--- src/rtl/uart_boot_dma.sv ---
// rtl/uart_boot_dma.sv - UART boot loader: assembles LE words, streams program, then forwards data words
module uart_boot_dma #(
    parameter int          MAX_INSTR = 1024,
    parameter logic [7:0]  ACK_BYTE  = 8'hAA,
    parameter logic [7:0]  ERR_BYTE  = 8'hEE
) (
    input  logic        clock,
    input  logic        reset,
    input  logic        rx_ready,
    input  logic [7:0]  rdata,
    input  logic        rx_ferr,
    input  logic        tx_busy,
    output logic        tx_start,
    output logic [7:0]  sdata,
    output logic        instr_ready,
    output logic        mem_ready,
    output logic [31:0] data,
    output logic        program_loaded,
    output logic [31:0] instr_count
);

    typedef enum logic [2:0] {S_SIZE, S_CODE, S_ACK, S_ERR, S_RUN} state_t;

    state_t      state;
    logic [1:0]  byte_idx;
    logic [23:0] shift_reg;
    logic [31:0] word_cnt;
    logic        accept;
    logic [31:0] word;

    assign accept = rx_ready && !rx_ferr &&
                    (state == S_SIZE || state == S_CODE || state == S_RUN);
    // Bytes 0..2 sit in shift_reg; the incoming byte completes the word.
    assign word   = {rdata, shift_reg};

    always_ff @(posedge clock) begin
        if (reset) begin
            state          <= S_SIZE;
            byte_idx       <= 2'd0;
            shift_reg      <= 24'd0;
            word_cnt       <= 32'd0;
            tx_start       <= 1'b0;
            sdata          <= 8'd0;
            instr_ready    <= 1'b0;
            mem_ready      <= 1'b0;
            data           <= 32'd0;
            program_loaded <= 1'b0;
            instr_count    <= 32'd0;
        end else begin
            instr_ready <= 1'b0;
            mem_ready   <= 1'b0;
            tx_start    <= 1'b0;

            if (accept) begin
                byte_idx <= byte_idx + 2'd1;
                case (byte_idx)
                    2'd0: shift_reg[7:0]   <= rdata;
                    2'd1: shift_reg[15:8]  <= rdata;
                    2'd2: shift_reg[23:16] <= rdata;
                    default: begin
                        data <= word;
                        case (state)
                            S_SIZE: begin
                                instr_count <= word;
                                word_cnt    <= 32'd0;
                                if (word == 32'd0)
                                    state <= S_ACK;
                                else if (word > 32'(MAX_INSTR))
                                    state <= S_ERR;
                                else
                                    state <= S_CODE;
                            end
                            S_CODE: begin
                                instr_ready <= 1'b1;
                                word_cnt    <= word_cnt + 32'd1;
                                if (word_cnt + 32'd1 == instr_count)
                                    state <= S_ACK;
                            end
                            default: mem_ready <= 1'b1;
                        endcase
                    end
                endcase
            end

            case (state)
                S_ACK: if (!tx_busy) begin
                    tx_start <= 1'b1;
                    sdata    <= ACK_BYTE;
                    state    <= S_RUN;
                end
                S_ERR: if (!tx_busy) begin
                    tx_start    <= 1'b1;
                    sdata       <= ERR_BYTE;
                    instr_count <= 32'd0;
                    state       <= S_SIZE;
                end
                S_RUN: program_loaded <= 1'b1;
                default: ;
            endcase
        end
    end

endmodule

--- config.mk ---
export PLATFORM = sky130hd
export DESIGN_NAME = uart_boot_dma
export DESIGN_NICKNAME = d
export VERILOG_FILES = /design/src/rtl/uart_boot_dma.sv
export SDC_FILE = /design/constraint.sdc
export NUM_CORES = 1
export LEC_CHECK = 0
export ABC_AREA = 0
export ABC_CLOCK_PERIOD_IN_PS = 5400
export CAP_MARGIN = 20
export CORE_ASPECT_RATIO = 0.9
export CORE_MARGIN = 5
export CORE_UTILIZATION = 59
export CTS_CLUSTER_SIZE = 30
export DETAILED_ROUTE_END_ITERATION = 7
export GPL_ROUTABILITY_DRIVEN = 1
export GPL_TIMING_DRIVEN = 0
export PLACE_DENSITY = 0.91
export SLEW_MARGIN = 20
export SYNTH_ARGS = -nofsm -noshare
export SYNTH_HDL_FRONTEND = slang
export SYNTH_SLANG_ARGS = --single-unit
export TNS_END_PERCENT = 10
--- constraint.sdc ---
create_clock -name clock -period 5.4 [get_ports clock]
set_clock_uncertainty 0.05 [all_clocks]
set_input_delay 0.81 -clock clock [delete_from_list [all_inputs] [get_ports clock]]
set_output_delay 0.81 -clock clock [all_outputs]
set_load 0.005 [all_outputs]
# --- Word level (Yosys, flattened, before mapping) ---
# Index checks and enable logic that the tools add are counted.
word_totals:
  ff_bits: 137
  wordCells: 70
  output_inout_bits: 76
op_classes:
  reduce_logical: 21
  magnitude_cmp: 1
  n_eq_ne: 9
  bitwise_logic: 3
  addsub: 2
  mux: 21
op_table:
  columns: ["cell", "n"]
  rows:
  - ["$mux 32", 5]
  - ["$pmux 32 s2", 1]
  - ["$add 32x1->32 const B", 1]
  - ["$eq 32x32->1", 1]
  - ["$gt 32x11->1 const B", 1]
  - ["$logic_not 32->1", 1]
  - ["$mux 8", 2]
  - ["$pmux 8 s2", 1]
  - ["$mux 3", 5]
  - ["$pmux 3 s2", 2]
  - ["$reduce_and 2->1", 4]
  - ["$eq 3x2->1 const B", 2]
  - ["$reduce_and 3->1", 2]
  - ["$reduce_or 2->1", 3]
  - ["$reduce_or 5->1", 1]
  - ["$mux 2", 2]
  - ["$ne 2x2->1 const B", 2]
  - ["$reduce_bool 2->1", 2]
  - ["$eq 3x1->1 const B", 1]
  - ["$eq 3x3->1 const B", 1]
  - ["$logic_not 3->1", 1]
  - ["$mux 1", 3]
  - ["$not 1->1", 3]
  - ["$reduce_or 3->1", 1]
  - ["other kinds (7)", 9]

# --- Longest topological paths before layout ---
# Gate-level depths: netlist of run 1.
depth:
  word_depth: 8
  depth_mapped: 10

# --- Worst setup path before layout of run 1 ---
# Ideal clock, no wire load.
synth_timing:
  kind: "input to register"
  from: "input port rx_ferr"
  to: "register word_cnt[12]"
  path_buffers: 2
  setup_ns: 0.128
  t_required_ns: 5.222
  path_stages: 8
  setup_slack_ns: 2.943
  arrival_ns: 2.279
  cell_sequence: "a211oi_1 nand3_1 nor3_1 clkbuf_1 clkbuf_1 nand2_1 a21oi_1 nor2_1"
synth_via:
  elab_chain_cells: 4
synth_lines:
  columns: ["item", "line", "text"]
  rows:
  - ["start: declaration", "11", "input logic rx_ferr,"]
  - ["$logic_not 1->1", "31", "assign accept = rx_ready && !rx_ferr &&"]
  - ["$logic_and 1x1->1 (2 in a row)", "31", null]
  - ["$reduce_and 3->1 (no line)", null, null]
  - ["end signal: assignment", "75", "word_cnt <= word_cnt + 32'd1;"]
  - ["end: declaration", "27", "logic [31:0] word_cnt;"]
# No other way between the ends.
# A chain may end at the register's enable or synchronous reset.

# --- Worst setup path after layout of run 1 ---
layout_timing:
  from: "input port rx_ferr"
  to: "register state[0]"
layout_via:
  elab_chain_cells: 6
  word_cells_on_any_way: 7
  classes_between: "mux (4); reduce/logical (3)"
layout_lines:
  columns: ["item", "line", "text"]
  rows:
  - ["$logic_not 1->1 (*)", "31", null]
  - ["$logic_and 1x1->1 (*) (2 in a row)", "31", null]
  - ["$mux 3 (*)", "54", "if (accept) begin"]
  - ["$mux 3 (on tied branches)", "91, 86", null]
  - ["$pmux 3 s2 (*)", "85", "case (state)"]
  - ["end signal: assignment", "38", "state <= S_SIZE;"]
  - ["end signal: assignment", "89", "state <= S_RUN;"]
  - ["end signal: assignment", "95", "state <= S_SIZE;"]
  - ["end: declaration", "24", "state_t state;"]
# Every way passes the cells marked *; elsewhere a longest branch is shown, timed or not.

==> results of run 1 <==
power by group:
group / switching [W] / internal, W / leakage (nW)
Clock: 0.000481 / 0.000743 / 0.294
Combinational: 0.0000532 / 0.0000240 / 1.64
Sequential: 0.00000829 / 0.000972 / 1.06
worst min-delay path: cells and delay by family (launching register included):
family          cells  cell delay, ns
simple gates        1            0.05
compound gates      1            0.05
flops               1            0.31
worst min-delay path by stage:
stage / endpoint / startpoint / slack (ns)
2_1_floorplan: data[13]$_SDFFE_PP0P_ / shift_reg[13]$_SDFFE_PP0P_ / 0.40
3_3_place_gp: data[12]$_SDFFE_PP0P_ / data[12]$_SDFFE_PP0P_ / 0.39
3_5_place_dp: data[29]$_SDFFE_PP0P_ / data[29]$_SDFFE_PP0P_ / 0.40
4_1_cts: data[29]$_SDFFE_PP0P_ / data[29]$_SDFFE_PP0P_ / 0.41
5_1_grt: data[5]$_SDFFE_PP0P_ / data[5]$_SDFFE_PP0P_ / 0.43
6_report: data[29]$_SDFFE_PP0P_ / data[29]$_SDFFE_PP0P_ / 0.40
layout by cell type (no fill, tap or decap), drive strengths merged, types with 3 or more instances in the layout:
| cell type | n |
|---|---|
| bufinv | 3 |
| and4 | 6 |
| buf | 18 |
| nand2 | 135 |
| nand3b | 4 |
| dfxtp | 131 |
| or3 | 5 |
| inv | 14 |
| clkbuf | 60 |
| and3 | 8 |
| nor4 | 14 |
| a31oi | 4 |
| mux2i | 34 |
| ha | 5 |
| clkinvlp | 3 |
| nand3 | 46 |
| clkdlybuf4s50 | 85 |
| nor3 | 31 |
| o22ai | 3 |
| o21ai | 11 |
| nand2b | 3 |
| xor2 | 19 |
| a21oi | 95 |
| nand4 | 17 |
| xnor2 | 32 |
| and2 | 3 |
| a21o | 8 |
| nor2 | 88 |
per-layer routing:
layer / wire (um) / up-vias / track usage, %
met1: 7610 / 2941 / 38.4
met4: 759 / 0 / 13.5
li1: - / 2896 / -
met2: 9130 / 438 / 50.0
met3: 2290 / 85 / 9.97
met5: 0 / - / 0
layout make-up:
class	instances	area share [%]
timing repair buffer	85	10.9
multi-input combinational	587	42.1
tap	129	2.06
inverter	6	0.288
clock inverter	14	2.43
buffer	60	3.28
sequential	131	33.5
clock buffer	18	5.49
cell families (layout without fill, tap and decap cells):
kind of cell    count (synthesis)  after routing  synth area share, %
simple gates                  362            362                 27.3
compound gates                133            133                 12.0
flops                         131            131                 42.4
buf+inv                        66            183                 4.51
xor+xnor                       51             51                 7.22
mux                            34             34                 5.50
fa+ha+maj                       5              5                 1.01
other cells                     1              2               0.0606
stage by stage:
stage,power (W),utilization (%)
floorplan,0.00104,-
global placement,0.00107,70.3
detailed placement,0.00107,70.3
CTS,0.00227,76.3
global route,0.00233,76.3
finish,0.00228,76.3
==> results.cfg, run 1 <==
[drt]
first_iter_violations = 685
drt_first_pass_iters = 8
via_per_inst = 6.17
postRouteAntennaNets = 0
avgRoutedWirePerCell_um = 19.2
vias = 6360
wirelength_mm = 19.8
drc = 1

[die]
die-area_sq_mm = 0.0126
floorplan.rows = 35
dieHeight_um = 107
pin_count = 89
initial_core_util_pct = 60.4
core_area_sq_mm = 0.0102
die_w_um = 118

[global_route]
grt_pass1_wl_mm = 31.4
overflow = 0
grt_max_degree = 17
antenna_found_initial = 0
grt_pass1_vias = 5996
gr-usage-all-layers_pct = 31.1

[sta]
post-route-min-period_ns = 3.54
setup_violations = 0
slew_headroom_pct = 51.0
period_share_pct = 65.6
max_freq_ghz = 0.282
rsz0062_at_grt = false
fin_tns_setup_ns = 0
tightest_slew_ns = 0.735
report.final.hold_viol_count = 0
drv_slew = 0
setup_ws_ns = 1.86
whs_ns = 0.404

[placement]
gp_congestion = 0.933
place_ws_ns = 1.52
place_area_sq_mm = 0.00720
place.detailed.hpwl_mm = 13.1
dp_cells = 998
io_buffers = 85

[outcome]
violations = DRC
status = finished, violations left

[worst_setup_path]
arrival_ns = 3.81
r2r-end = state[0]$_SDFF_PP0_
endpoint = state[0]$_SDFF_PP0_
crit_required_ns = 5.67
crit_start = rx_ferr
critical_path.cell_chain = clkdlybuf4s50_1, a211oi_1, nand3_1, nor3_1, nand2_1, a2111oi_0, nand4_1, o211a_1
critPathBufInv = 1
critPathMaxFanout = 7
r2r_slack_ns = 2.18
endpoint_kind = register
max_stage_delay_ns = 0.65
cp_top_family = simple AND/OR/NAND/NOR gates
cp.depth = 8
slowest_stage = a2111oi_0
r2r_start = state[2]$_SDFF_PP0_
start_kind = primary input
reg2reg_depth = 8
critPathKind = in2reg

[clock_network]
cts_max_path_buffers = 2
cts_repair_resize_count = 0
cts_hold_buf = 0
clkSlewWorstSetupHoldPaths_ns = 0.06
cts_setup_buffers = 0
insertion_delay_ns = 0.42
clkSinkCount = 131
cts_tree = built
htree_levels = 4
cts_root_buffer = clkbuf_16
cts_made_buffers = 17

[logic_synthesis]
yosysMostFrequentCell = nand2_1
synth_edf_count = 0
yosys_warnings = 0
syn_area_per_cell_sq_um = 7.90
synthCells = 783
synth_area_sq_mm = 0.00619
synthTopCellsByArea = dfxtp_1 42%, nand2_1 8.2%, a21oi_1 7.7%
ys_types = 48
synth_ff_type = dfxtp_1
synthArstFlopShare_pct = 0
synth.top_cells.by_count = 135 x nand2_1, 131 x dfxtp_1, 95 x a21oi_1, 88 x nor2_1, 44 x nand3_1
synth_top_area_share_pct = 42.4
yosysSeqAreaShare_pct = 42.4
ys_ff_latch = 131
yosysTopAreaCell = dfxtp_1

[finish]
seqCellArea_sq_mm = 0.00262
syn_to_final_growth_pct = 26.4
finalNetCount = 906
antenna_cells = 0
nFillCells = 686
multi_input_area_sq_mm = 0.00329
final_cells = 1030
drive_above_1_share_pct = 5.88
reg.largest.list = data (32), instr_count (32), word_cnt (32)
final_area_sq_mm = 0.00782

[min_path]
hold_path_class = reg2reg
hold_depth = 2

[run]
drv_cap = 0

[pwr]
vdd_ir_drop_max_mv = 0.273
p_per_area_mw_per_mm2 = 292
leakage_nw = 2.99
No activity file was read; power rests on OpenSTA's default activity.
==> inputs of run 2 (changes only) <==
ABC_CLOCK_PERIOD_IN_PS = 3400   (was 5400)
CORE_UTILIZATION = 55   (was 59)
PLACE_DENSITY = 0.86   (was 0.91)
clock period = 3.4 ns   (was 5.4 ns; I/O delays follow)
==> results.cfg, run 2 (synthesis gave the netlist of run 1 again) <==
[finish]
final_common_cell = nand2_1
nFillCells = 841
finalNetCount = 906
syn_to_final_growth_pct = 26.6
multi_input_area_sq_mm = 0.00329
drive_above_1_share_pct = 5.89
reg.largest.list = data (32), instr_count (32), word_cnt (32)
antenna_cells = 0
seqCellArea_sq_mm = 0.00262
final_cell_mix = 135 x nand2_1, 131 x dfxtp_1, 95 x a21oi_1, 88 x nor2_1, 85 x clkdlybuf4s50_1

[outcome]
status = finished clean

[sta]
whs_ns = 0.405
setup_ws_ns = 0.265
setup_violations = 0
post-route-min-period_ns = 3.14
drv_slew = 0
period_share_pct = 92.2
slew_headroom_pct = 52.5
report.final.hold_viol_count = 0
tightest_slew_ns = 0.713
max_freq_ghz = 0.319
rsz0062_at_grt = false

[drt]
vias = 6201
avgRoutedWirePerCell_um = 17.8
wirelength_mm = 18.7
drt_first_pass_iters = 6
postRouteAntennaNets = 0
first_iter_violations = 704
drc = 0
via_per_inst = 5.89

[pwr]
switching_share_pct = 22.8
leakage_nw = 2.99
intPower_w = 0.00275
p_per_area_mw_per_mm2 = 455
power_w = 0.00356
p_sw_w = 0.000811
power_frac_comb_pct = 3.4
vdd_ir_drop_max_mv = 0.317
pwr-share-clk_pct = 52.9
p_seq_share_pct = 43.7

[clock_network]
cts_made_buffers = 17
htree_levels = 4
cts_setup_buffers = 0
cts_tree = built
cts_hold_buf = 0
cts_root_buffer = clkbuf_16
insertion_delay_ns = 0.42
cts_max_path_buffers = 2
cts_repair_resize_count = 0
clkSinkCount = 131
clkSlewWorstSetupHoldPaths_ns = 0.06

[placement]
place.detailed.hpwl_mm = 12.8
place_ws_ns = -0.126
io_buffers = 85
gp_congestion = 0.937

[run]
drv_cap = 0

[global_route]
grt_pass1_vias = 6097
grt_max_degree = 17
grt_pass1_wl_mm = 30.7
overflow = 0
antenna_found_initial = 0
gr-usage-all-layers_pct = 28.1

[min_path]
hold_path_class = reg2reg

[worst_setup_path]
critical_path.cell_chain = clkbuf_1, a211oi_1, nand3_1, nor3_1, nand2_1, a2111oi_1, nand4_1, o211a_1
critPathMaxFanout = 8
start_kind = register
endpoint_kind = register
critPathKind = reg2reg
max_stage_delay_ns = 0.56
slowest_stage = a2111oi_1
arrival_ns = 3.41
crit_required_ns = 3.67

[die]
initial_core_util_pct = 56.8
core_area_sq_mm = 0.0109
die-area_sq_mm = 0.0135
floorplan.rows = 36
die_w_um = 122
pin_count = 89
dieHeight_um = 111
## run 2: changes by cell type in the layout (fill, tap and decap cells not counted)
cell,delta
a2111oi_0,-1
a2111oi_1,+1
clkbuf_1,-1
clkbuf_2,+1
clkbuf_8,+1
clkinv_2,+3
clkinv_4,+2
clkinvlp_4,-1
inv_6,-3
inv_8,-3
## run 2: cell type report
class,instances,area share (%)
multi-input combinational,587,42.0
tap,152,2.43
buffer,60,3.29
inverter,6,0.288
clock inverter,12,1.98
clock buffer,19,5.65
sequential,131,33.5
timing repair buffer,85,10.9
## run 2: path summary, 6_finish.rpt
check                        from                    to  slack, ns  depth (start not counted)
min reg2reg  data[1]$_SDFFE_PP0P_  data[1]$_SDFFE_PP0P_       0.40                          2
max           state[2]$_SDFF_PP0_   state[0]$_SDFF_PP0_       0.26                          8
min          data[1]$_SDFFE_PP0P_  data[1]$_SDFFE_PP0P_       0.40                          2
max reg2reg   state[2]$_SDFF_PP0_   state[0]$_SDFF_PP0_       0.26                          8
## run 2: metrics by stage
step | utilization, % | setup TNS [ns] | instance area [sq um] | instances
finish | 71.9 | 0 | 7830 | 1052
global route | 71.9 | 0 | 7830 | 1052
CTS | 71.8 | 0 | 7830 | 1052
detailed placement | 66.3 | -0.261 | 7230 | 1021
global placement | 66.3 | -0.663 | 7230 | 1021
floorplan | - | 0 | 6190 | 784
## run 2: power by group through the flow
stage,clock network [W],registers (W),logic [W]
3_3_place_gp,0,0.00159,0.000114
3_5_place_dp,0,0.00159,0.000116
6_report,0.00189,0.00156,0.000120
4_1_cts,0.00188,0.00156,0.000117
5_1_grt,0.00195,0.00156,0.000130
2_1_floorplan,0,0.00159,0.0000677
## run 2: per-layer routing
layer  GRT usage (%)  wire [um]  vias to the layer above
met5               0          0                        -
met2            44.0       8580                      347
li1                -          -                     2904
met1            36.5       7630                     2888
met3            7.62       1860                       62
met4            11.4        605                        0
## run 2: critical path: cells and delay by family (launching register included)
kind,cells,cell delay (ns)
flip-flops,1,0.30
buffers and inverters,1,0.20
AO/OA/AOI/OAI,3,1.20
AND/OR/NAND/NOR,4,1.27
==> inputs of run 3 (changes only) <==
SETUP_SLACK_MARGIN = 0.05   (was not set)
==> results of run 3 <==
The final DEF is identical to that of run 2; final timing and power are the same.
